**src/rtl/time_keeper.sv**
```systemverilog
// MM:SS time-keeping core: counts on a 1 Hz enable, pauses on a debounced button,
// and lets the user step minutes or seconds while in adjust mode.
module time_keeper #(
   parameter int DEBOUNCE_CYCLES = 1_000_000
) (
   input  logic        clk,
   input  logic        rst,
   input  logic        sec_tick,
   input  logic        adj_tick,
   input  logic        adj_sw,
   input  logic        sel_sw,
   input  logic        pause_btn,
   output logic [15:0] digits,
   output logic        adj_out,
   output logic [1:0]  state_dbg
);

   localparam int CW = (DEBOUNCE_CYCLES > 1) ? $clog2(DEBOUNCE_CYCLES) : 1;
   localparam logic [CW-1:0] DEB_LAST = CW'(DEBOUNCE_CYCLES - 1);

   typedef enum logic [1:0] {
      PAUSED = 2'd0,
      RUN    = 2'd1,
      ADJUST = 2'd2
   } state_t;

   state_t        state_q, state_d;
   logic          sync1_q, sync2_q;
   logic          btn_level_q;
   logic [CW-1:0] deb_cnt_q;
   logic          pause_evt;
   logic [7:0]    sec_q, min_q;
   logic [8:0]    sec_inc, min_inc;

   // Returns {carry, tens, ones} for a 00..59 BCD field stepped by one.
   function automatic logic [8:0] inc59(input logic [7:0] fld);
      logic [3:0] tens, ones;
      tens = fld[7:4];
      ones = fld[3:0];
      if (ones == 4'd9) begin
         if (tens == 4'd5) inc59 = {1'b1, 8'h00};
         else              inc59 = {1'b0, tens + 4'd1, 4'd0};
      end else begin
         inc59 = {1'b0, tens, ones + 4'd1};
      end
   endfunction

   // Two-flop synchronizer, then a counter that must see the new level
   // persist for DEBOUNCE_CYCLES cycles before it is accepted.
   always_ff @(posedge clk or posedge rst) begin
      if (rst) begin
         sync1_q     <= 1'b0;
         sync2_q     <= 1'b0;
         btn_level_q <= 1'b0;
         deb_cnt_q   <= '0;
         pause_evt   <= 1'b0;
      end else begin
         sync1_q   <= pause_btn;
         sync2_q   <= sync1_q;
         pause_evt <= 1'b0;
         if (sync2_q == btn_level_q) begin
            deb_cnt_q <= '0;
         end else if (deb_cnt_q == DEB_LAST) begin
            deb_cnt_q   <= '0;
            btn_level_q <= sync2_q;
            pause_evt   <= sync2_q;
         end else begin
            deb_cnt_q <= deb_cnt_q + 1'b1;
         end
      end
   end

   always_comb begin
      state_d = state_q;
      case (state_q)
         RUN: begin
            if (adj_sw)         state_d = ADJUST;
            else if (pause_evt) state_d = PAUSED;
         end
         PAUSED: begin
            if (adj_sw)         state_d = ADJUST;
            else if (pause_evt) state_d = RUN;
         end
         ADJUST: begin
            if (!adj_sw)        state_d = PAUSED;
         end
         default:               state_d = PAUSED;
      endcase
   end

   always_ff @(posedge clk or posedge rst) begin
      if (rst) begin
         state_q <= PAUSED;
         adj_out <= 1'b0;
      end else begin
         state_q <= state_d;
         adj_out <= (state_d == ADJUST);
      end
   end

   assign sec_inc = inc59(sec_q);
   assign min_inc = inc59(min_q);

   // Ticks act on the state held during the cycle, so a tick that coincides
   // with a transition out of RUN or ADJUST is still applied.
   always_ff @(posedge clk or posedge rst) begin
      if (rst) begin
         sec_q <= 8'h00;
         min_q <= 8'h00;
      end else if (state_q == RUN && sec_tick) begin
         sec_q <= sec_inc[7:0];
         if (sec_inc[8]) min_q <= min_inc[7:0];
      end else if (state_q == ADJUST && adj_tick) begin
         if (sel_sw) sec_q <= sec_inc[7:0];
         else        min_q <= min_inc[7:0];
      end
   end

   assign digits    = {min_q, sec_q};
   assign state_dbg = state_q;

endmodule
```
**config.mk**
```make
export PLATFORM = sky130hd
export DESIGN_NAME = time_keeper
export DESIGN_NICKNAME = d
export VERILOG_FILES = /design/src/rtl/time_keeper.sv
export SDC_FILE = /design/constraint.sdc
export NUM_CORES = 1
export LEC_CHECK = 0
export CAP_MARGIN = 15
export CELL_PAD_IN_SITES_DETAIL_PLACEMENT = 1
export CELL_PAD_IN_SITES_GLOBAL_PLACEMENT = 1
export CORE_MARGIN = 2
export CORE_UTILIZATION = 45
export DETAILED_ROUTE_END_ITERATION = 10
export GPL_ROUTABILITY_DRIVEN = 0
export PLACE_DENSITY = 0.81
export REMOVE_ABC_BUFFERS = 1
export SLEW_MARGIN = 20
export SYNTH_ARGS = -nofsm -noshare
export SYNTH_HDL_FRONTEND = slang
export SYNTH_SLANG_ARGS = --single-unit
```
**constraint.sdc**
```tcl
create_clock -name clk -period 3.2 [get_ports clk]
set_clock_uncertainty 0.2 [all_clocks]
set_input_delay 0.8 -clock clk [delete_from_list [all_inputs] [get_ports clk]]
set_output_delay 0.8 -clock clk [all_outputs]
set_load 0.03 [all_outputs]
```
==> results of run 1 <==
worst max-delay path by stage:
stage          startpoint                    to  slack [ns]
3_3_place_gp     adj_tick  min_q[5]$_DFFE_PP0P_        0.32
2_1_floorplan    adj_tick  min_q[5]$_DFFE_PP0P_        0.94
3_5_place_dp     adj_tick  min_q[5]$_DFFE_PP0P_        0.21
6_report         adj_tick  min_q[5]$_DFFE_PP0P_        0.48
5_1_grt          adj_tick  min_q[5]$_DFFE_PP0P_        0.32
4_1_cts          adj_tick  min_q[5]$_DFFE_PP0P_        0.52
sequential cells by signal (all words and copies together) (netlist names):
name	cells
state_dbg	2
min_q	8
sync1_q	1
deb_cnt_q	20
pause_evt	1
adj_out	1
sync2_q	1
btn_level_q	1
sec_q	8
per-stage QoR:
step | setup WS, ns | utilization [%] | area [um2] | hold WS, ns
detailed placement | 0.208 | 54.1 | 2370 | 0.142
global placement | 0.320 | 54.1 | 2370 | 0.141
floorplan | 0.937 | - | 2050 | 0.131
CTS | 0.520 | 56.1 | 2460 | 0.160
finish | 0.477 | 56.1 | 2460 | 0.159
global route | 0.322 | 56.1 | 2460 | 0.186
Yosys cell counts, drive strengths merged (3+ instances only):
cell	n	share of area, %
mux2	4	2.2
nor2	19	3.5
o31ai	4	2.1
nand3	7	1.9
a21oi	9	2.2
nor3	6	1.5
or3	4	1.2
xnor2	13	5.5
dfrtp	43	52
o21ai	9	2.2
nor4	4	1.2
xor2	7	3.0
nand2	13	2.4
or4	3	1.1
inv	9	1.6
and3	4	1.2
nand4	5	1.5
nand2b	3	0.91
cell type report:
type / instances / area, um2 / share of cell area (%)
inverter: 9 / 33.8 / 1.37
tap: 52 / 65.1 / 2.64
clock buffer: 6 / 82.6 / 3.36
clock inverter: 1 / 5.00 / 0.203
timing repair buffer: 26 / 258 / 10.5
sequential: 43 / 1080 / 43.7
multi-input combinational: 142 / 941 / 38.2
layer usage:
layer | GRT usage, % | up-vias | wire, um
met5 | 0 | - | 0
met4 | 7.55 | 0 | 90
met3 | 5.63 | 9 | 175
met2 | 38.3 | 28 | 2590
met1 | 25.2 | 807 | 2130
li1 | - | 759 | -
report_power, final:
| part | internal, uW | switching (uW) | leakage, uW |
|---|---|---|---|
| combinational | 197 | 266 | 0.000413 |
| sequential | 612 | 102 | 0.000560 |
| clock | 169 | 183 | 0.0000470 |
logic make-up (layout without fill, tap and decap cells):
group	Yosys count	in the layout	synth area share (%)
muxes	4	4	2.18
xor gates and xnor gates	20	20	8.50
DFF	43	43	52.2
and+or+nand+nor	83	83	22.8
buffers and inverters	10	42	2.18
AOI/OAI and AO/OA	34	34	11.6
adders and majority gates	1	1	0.607
==> qor_table.md, run 1 <==
| Group | Metric | Value |
|---|---|---|
| drt | Routed WL per cell | 17.9 um |
| logic synthesis | Mapped Avg Cell Area | 10.6 um2 |
| sta | Slew of the pin with the lowest slew margin | 0.850 ns |
| setup path | Largest fanout of any net on the critical path | 9 |
| clock network | Num CTS Buffers | 5 |
| sta | Final Hold Viols | 0 |
| logic synthesis | EDFF count, synth | 0 |
| logic synthesis | Sequential fraction of the synthesis area | 52.2% |
| logic synthesis | Post-synthesis async set-or-reset flop share | 100% |
| setup path | Kind of cell adding the most delay to the critical path | simple AND/OR/NAND/NOR gates |
| clock network | Number of buffers between clock root and the deepest sink | 2 |
| setup path | Crit-path max cell delay | 0.49 ns |
| die | Core Box Area | 4380 um2 |
| clock network | CTS hold repair buffers | 0 |
| clock network | Count of clock tree sinks | 43 |
| pwr | Worst vdd rail ir drop | 0.254 mV |
| sta | Setup repair after global routing missed its margin | no |
| setup path | Setup slack on the worst flop-to-flop path | 0.82 ns |
| clock network | Number of levels the H-tree was split into | 2 |
| logic synthesis | Post-Syn Area | 2060 um2 |
| min path | Endpoint of the worst hold path | sync2_q$_DFF_PP0_ |
| setup path | Kind of end point of the critical path | flip-flop |
| grt | Maximum number of pins on one net before global-route repair | 44 |
| logic synthesis | Gate count after technology mapping | 195 |
| setup path | Worst EP required | 3.18 ns |
| finish | Total inserted antenna cells | 0 |
| die | IO Pins | 26 |
| die | Vertical die dimension | 71.7 um |
| place | Port Buf Inserts | 25 |
| pwr | Power per Cell Area | 622 nW/um2 |
| grt | Via count of the first global-routing pass | 1770 |
| sta | Final Critical Period | 2.72 ns |
| clock network | Clock root buffer | clkbuf_8 |
| drt | Antenna-violating nets left | 0 |
| outcome | Status | finished, final reports clean |
| setup path | Number of stages on the worst setup path | 5 |
| clock network | Number of setup buffers added after CTS | 0 |
| finish | Non-filler cells, final | 279 |
| pwr | Final Power | 1530 uW |
| sta | Post-route fraction of the period consumed by the critical path | 85.1% |
| finish | Most common library cell in the layout ignoring fill and taps | dfrtp_1 |
| drt | Post-route DRC | 0 |
| finish | Net count reported at finish | 235 |
| finish | Signed area change from the synthesized netlist to the final layout | 19.4% |
| logic synthesis | Number of distinct library cells after synthesis | 42 |
| setup path | CP Launch Type | primary input |
| sta | Count of final max-slew check failures | 0 |
| setup path | Reg-to-Reg Start | deb_cnt_q[0]$_DFF_PP0_ |
| setup path | Arrival time at the worst endpoint | 2.71 ns |
| min path | Min-Delay Startpoint | sync1_q$_DFF_PP0_ |
| place | Placed Cells incl. Taps | 272 |
| setup path | Cell-by-cell listing of the critical path | clkdlybuf4s50_1, nor4bb_1, a32oi_2, nor3_1, mux2_2 |
| clock network | TritonCTS clock tree | built |
| clock network | Clock network latency to the later pin of the worst-skew pair | 0.30 ns |
| sta | Sum Neg Setup Slack | 0 ns |
| setup path | Slowest CP cell | nor4bb_1 |
| die | Starting density of the core | 47.0% |
| setup path | Reg2reg path depth | 5 |
| min path | Worst hold-check path type | reg -> reg |
| grt | Wire length of the first global-routing pass | 8.49 mm |
| logic synthesis | Main flop type after synthesis | dfrtp_1 |
| min path | Count of cells along the worst hold path | 0 |
| sta | Highest clock frequency the design can meet | 367 MHz |
| clock network | Clock-pin transition on the worst setup and hold timing paths | 0.07 ns |
| pwr | Leakage component of the power | 0.00102 uW |
| die | Die area | 5140 um2 |
| die | X dimension of the die | 71.7 um |
| drt | First-iteration detailed-routing DRC count | 58 |
| die | Standard-cell rows | 24 |
| grt | GRT Resource Usage Total | 21.6% |
| drt | Via count | 1603 |
| finish | Leading cell types in the layout, fill and taps excluded | dfrtp_1, clkdlybuf4s50_1, nor2_1, nand2_1, xnor2_1 |
| grt | Initial antenna violation count | 0 |
| sta | Final setup violation count | 0 |
| setup path | Buffer and inverter count on the worst path | 1 |
| run | Max cap viols | 0 |
| finish | Number of filler cells placed in the layout | 495 |
| drt | DRT Wirelength | 4.99 mm |
| finish | Share of final-layout standard cells stronger than drive strength 1 | 8.37% |
| grt | Final global-route overflow total | 0 |
| drt | Ratio of routed vias to standard cells | 5.75 |
| sta | Max-Slew Margin vs Limit | 43.4% |
| clock network | CTS resizes | 0 |
| setup path | RR Endpoint | deb_cnt_q[8]$_DFF_PP0_ |
| logic synthesis | Synth Register Bits | 43 |
| setup path | Category of the most critical setup path | in -> reg |
| logic synthesis | Total of warnings raised by yosys | 0 |
| drt | Router iterations before antenna repair | 4 |
| place | Placed wire-length estimate | 3.63 mm |
(Power assumes the default switching activity.)
==> run 2: changes to the inputs <==
--- a/config.mk
+++ b/config.mk
@@ -5,11 +5,13 @@
 export SDC_FILE = /design/constraint.sdc
 export NUM_CORES = 1
 export LEC_CHECK = 0
+export ABC_CLOCK_PERIOD_IN_PS = 3200
 export CAP_MARGIN = 15
 export CELL_PAD_IN_SITES_DETAIL_PLACEMENT = 1
 export CELL_PAD_IN_SITES_GLOBAL_PLACEMENT = 1
 export CORE_MARGIN = 2
 export CORE_UTILIZATION = 45
+export CTS_CLUSTER_SIZE = 12
 export DETAILED_ROUTE_END_ITERATION = 10
 export GPL_ROUTABILITY_DRIVEN = 0
 export PLACE_DENSITY = 0.81
@@ -18,3 +20,4 @@
 export SYNTH_ARGS = -nofsm -noshare
 export SYNTH_HDL_FRONTEND = slang
 export SYNTH_SLANG_ARGS = --single-unit
+export TNS_END_PERCENT = 5
==> results of run 2 <==
No change in the layout: final DEF, timing and power equal those of run 1.
==> run 3: changes to the inputs <==
--- a/config.mk
+++ b/config.mk
@@ -10,11 +10,11 @@
 export CELL_PAD_IN_SITES_DETAIL_PLACEMENT = 1
 export CELL_PAD_IN_SITES_GLOBAL_PLACEMENT = 1
 export CORE_MARGIN = 2
-export CORE_UTILIZATION = 45
+export CORE_UTILIZATION = 46
 export CTS_CLUSTER_SIZE = 12
 export DETAILED_ROUTE_END_ITERATION = 10
 export GPL_ROUTABILITY_DRIVEN = 0
-export PLACE_DENSITY = 0.81
+export PLACE_DENSITY = 0.82
 export REMOVE_ABC_BUFFERS = 1
 export SLEW_MARGIN = 20
 export SYNTH_ARGS = -nofsm -noshare
==> qor_table.md, run 3 (synthesis gave the netlist of run 1 again) <==
| Group | Metric | Value | Delta |
|---|---|---|---|
| place | Cell area reported after detailed placement | 2370 um2 | unchanged |
| clock network | Count of clock tree sinks | 43 | unchanged |
| clock network | Num CTS Buffers | 5 | unchanged |
| setup path | CP Launch Type | primary input | unchanged |
| setup path | Kind of cell adding the most delay to the critical path | simple AND/OR/NAND/NOR gates | unchanged |
| pwr | Relative contribution of the clock network to total power | 24.6% | was 23.0% |
| drt | Via count | 1603 | unchanged |
| setup path | Kind of end point of the critical path | flip-flop | unchanged |
| finish | Most common library cell in the layout ignoring fill and taps | dfrtp_1 | unchanged |
| grt | GRT Resource Usage Total | 20.7% | was 21.6% |
| finish | Signed area change from the synthesized netlist to the final layout | 20.0% | was 19.4% |
| min path | Min-Delay Startpoint | sync1_q$_DFF_PP0_ | unchanged |
| pwr | Net Switching | 547 uW | was 552 uW |
| sta | Setup repair after global routing missed its margin | no | unchanged |
| sta | Final Hold Viols | 0 | unchanged |
| grt | Final global-route overflow total | 0 | unchanged |
| die | Vertical die dimension | 71.0 um | was 71.7 um |
| setup path | Largest fanout of any net on the critical path | 9 | unchanged |
| die | Standard-cell rows | 24 | unchanged |
| die | Die area | 5030 um2 | was 5140 um2 |
| clock network | Clock network latency to the later pin of the worst-skew pair | 0.30 ns | about the same |
| clock network | CTS hold repair buffers | 0 | unchanged |
| finish | Net count reported at finish | 235 | unchanged |
| setup path | Cell-by-cell listing of the critical path | clkdlybuf4s50_1, nor4bb_1, a32oi_2, nor3_1, mux2_2 | unchanged |
| setup path | Slowest CP cell | clkdlybuf4s50_1 | was nor4bb_1 |
| sta | Max-Slew Margin vs Limit | 51.1% | was 43.4% |
| clock network | Clock root buffer | clkbuf_8 | unchanged |
| drt | DRT Wirelength | 4.64 mm | was 4.99 mm |
| pwr | Combinational share of power | 29.4% | was 30.3% |
| finish | Registers with the most flip-flops | deb_cnt_q (20), min_q (8), sec_q (8) | unchanged |
| setup path | Crit-path max cell delay | 0.47 ns | was 0.49 ns |
| sta | Slew of the pin with the lowest slew margin | 0.734 ns | was 0.850 ns |
| clock network | Number of buffers between clock root and the deepest sink | 2 | unchanged |
| grt | Via count of the first global-routing pass | 1718 | was 1770 |
| clock network | Number of setup buffers added after CTS | 0 | unchanged |
| drt | Router iterations before antenna repair | 4 | unchanged |
| min path | Worst hold-check path type | reg -> reg | unchanged |
| pwr | Switch share | 35.2% | was 36.1% |
| drt | Antenna-violating nets left | 0 | unchanged |
| finish | Leading cell types in the layout, fill and taps excluded | dfrtp_1, clkdlybuf4s50_1, nor2_1, nand2_1, xnor2_1 | unchanged |
| die | Starting density of the core | 47.7% | was 47.0% |
| outcome | Status | finished, final reports clean | unchanged |
| sta | Post-route fraction of the period consumed by the critical path | 83.7% | was 85.1% |
| place | Port Buf Inserts | 25 | unchanged |
| pwr | Power per Cell Area | 628 nW/um2 | was 622 nW/um2 |
| pwr | Register share of total power | 45.9% | was 46.7% |
| sta | Count of final max-slew check failures | 0 | unchanged |
| clock network | TritonCTS clock tree | built | unchanged |
| finish | Total inserted antenna cells | 0 | unchanged |
| finish | Post-route cell area | 2470 um2 | was 2460 um2 |
| drt | Ratio of routed vias to standard cells | 5.73 | was 5.75 |
| die | IO Pins | 26 | unchanged |
| die | X dimension of the die | 71.0 um | was 71.7 um |
| grt | Wire length of the first global-routing pass | 8.25 mm | was 8.49 mm |
| setup path | Category of the most critical setup path | in -> reg | unchanged |
| setup path | CP startpoint | adj_tick | unchanged |
| clock network | Clock-pin transition on the worst setup and hold timing paths | 0.08 ns | was 0.07 ns |
| pwr | Worst vdd rail ir drop | 0.285 mV | was 0.254 mV |
| clock network | Number of levels the H-tree was split into | 2 | unchanged |
| finish | Share of final-layout standard cells stronger than drive strength 1 | 8.33% | was 8.37% |
| setup path | Worst EP required | 3.18 ns | about the same |
| run | Max cap viols | 0 | unchanged |
| finish | Final core utilization | 57.2% | was 56.1% |
| sta | Final Critical Period | 2.68 ns | was 2.72 ns |
| setup path | Reg-to-Reg Start | deb_cnt_q[0]$_DFF_PP0_ | unchanged |
| sta | Hold WS | 0.160 ns | was 0.159 ns |
| finish | Register with the most flip-flops | deb_cnt_q | unchanged |
| pwr | Leakage component of the power | 0.00102 uW | about the same |
| finish | Flip-flop count of the largest register, all copies and words added | 20 | unchanged |
| drt | Routed WL per cell | 16.6 um | was 17.9 um |
| grt | Maximum number of pins on one net before global-route repair | 44 | unchanged |
| grt | Initial antenna violation count | 0 | unchanged |
| drt | Post-route DRC | 0 | unchanged |
| die | Core Box Area | 4320 um2 | was 4380 um2 |
| sta | Sum Neg Setup Slack | 0 ns | unchanged |
| drt | First-iteration detailed-routing DRC count | 38 | was 58 |
| clock network | CTS resizes | 0 | unchanged |
| sta | Highest clock frequency the design can meet | 373 MHz | was 367 MHz |
| place | Placed wire-length estimate | 3.39 mm | was 3.63 mm |
| pwr | Pint | 1010 uW | was 979 uW |
| setup path | Buffer and inverter count on the worst path | 1 | unchanged |
| setup path | Arrival time at the worst endpoint | 2.66 ns | was 2.71 ns |
| sta | Final setup violation count | 0 | unchanged |
[run 3: path summary, 6_finish.rpt]
kind,to,slack [ns],cells past startpoint
min in group asynchronous,min_q[5]$_DFFE_PP0P_,0.75,3
worst min-delay path,sync2_q$_DFF_PP0_,0.16,0
worst max-delay path,min_q[5]$_DFFE_PP0P_,0.52,5
max in group asynchronous,sec_q[6]$_DFFE_PP0P_,1.67,3
worst min register to register,sync2_q$_DFF_PP0_,0.16,0
worst max register to register,deb_cnt_q[19]$_DFF_PP0_,0.87,5
[run 3: per-layer routing]
layer / wire length, um / up-vias / global-route usage (%)
met5: 0 / - / 0
met4: 61 / 0 / 7.13
met3: 103 / 7 / 3.70
met2: 2520 / 21 / 37.2
met1: 1960 / 811 / 24.9
li1: - / 764 / -
[run 3: worst reg2reg max path, delay by kind of cell (launching register included)]
family,cells,cell delay (ns)
AOI/OAI and AO/OA,2,0.84
DFF,1,0.42
adders and majority gates,1,0.23
and+or+nand+nor,2,0.49
[run 3: power by group through the flow]
stage                     logic, uW  registers, uW  clock network [uW]
final                           458            714                 383
after global routing            492            732                 407
after CTS                       463            715                 388
after detailed placement        461            725                   0
after global placement          442            712                   0
after floorplan                 151            832                   0
[run 3: final cells by class]
| cell class | count | area [um2] |
|---|---|---|
| Clock buffer | 8 | 100 |
| Fill cell | 495 | 1850 |
| Inverter | 9 | 33.8 |
| Multi-Input combinational cell | 142 | 941 |
| Sequential cell | 43 | 1080 |
| Tap cell | 52 | 65.1 |
| Timing Repair Buffer | 26 | 258 |
[run 3: metrics by stage]
step,instances,setup WS (ns),total power (uW)
finish,280,0.522,1550
global route,280,0.389,1630
detailed placement,272,0.232,1190
CTS,280,0.509,1570
global placement,272,0.355,1150
floorplan,194,0.937,983
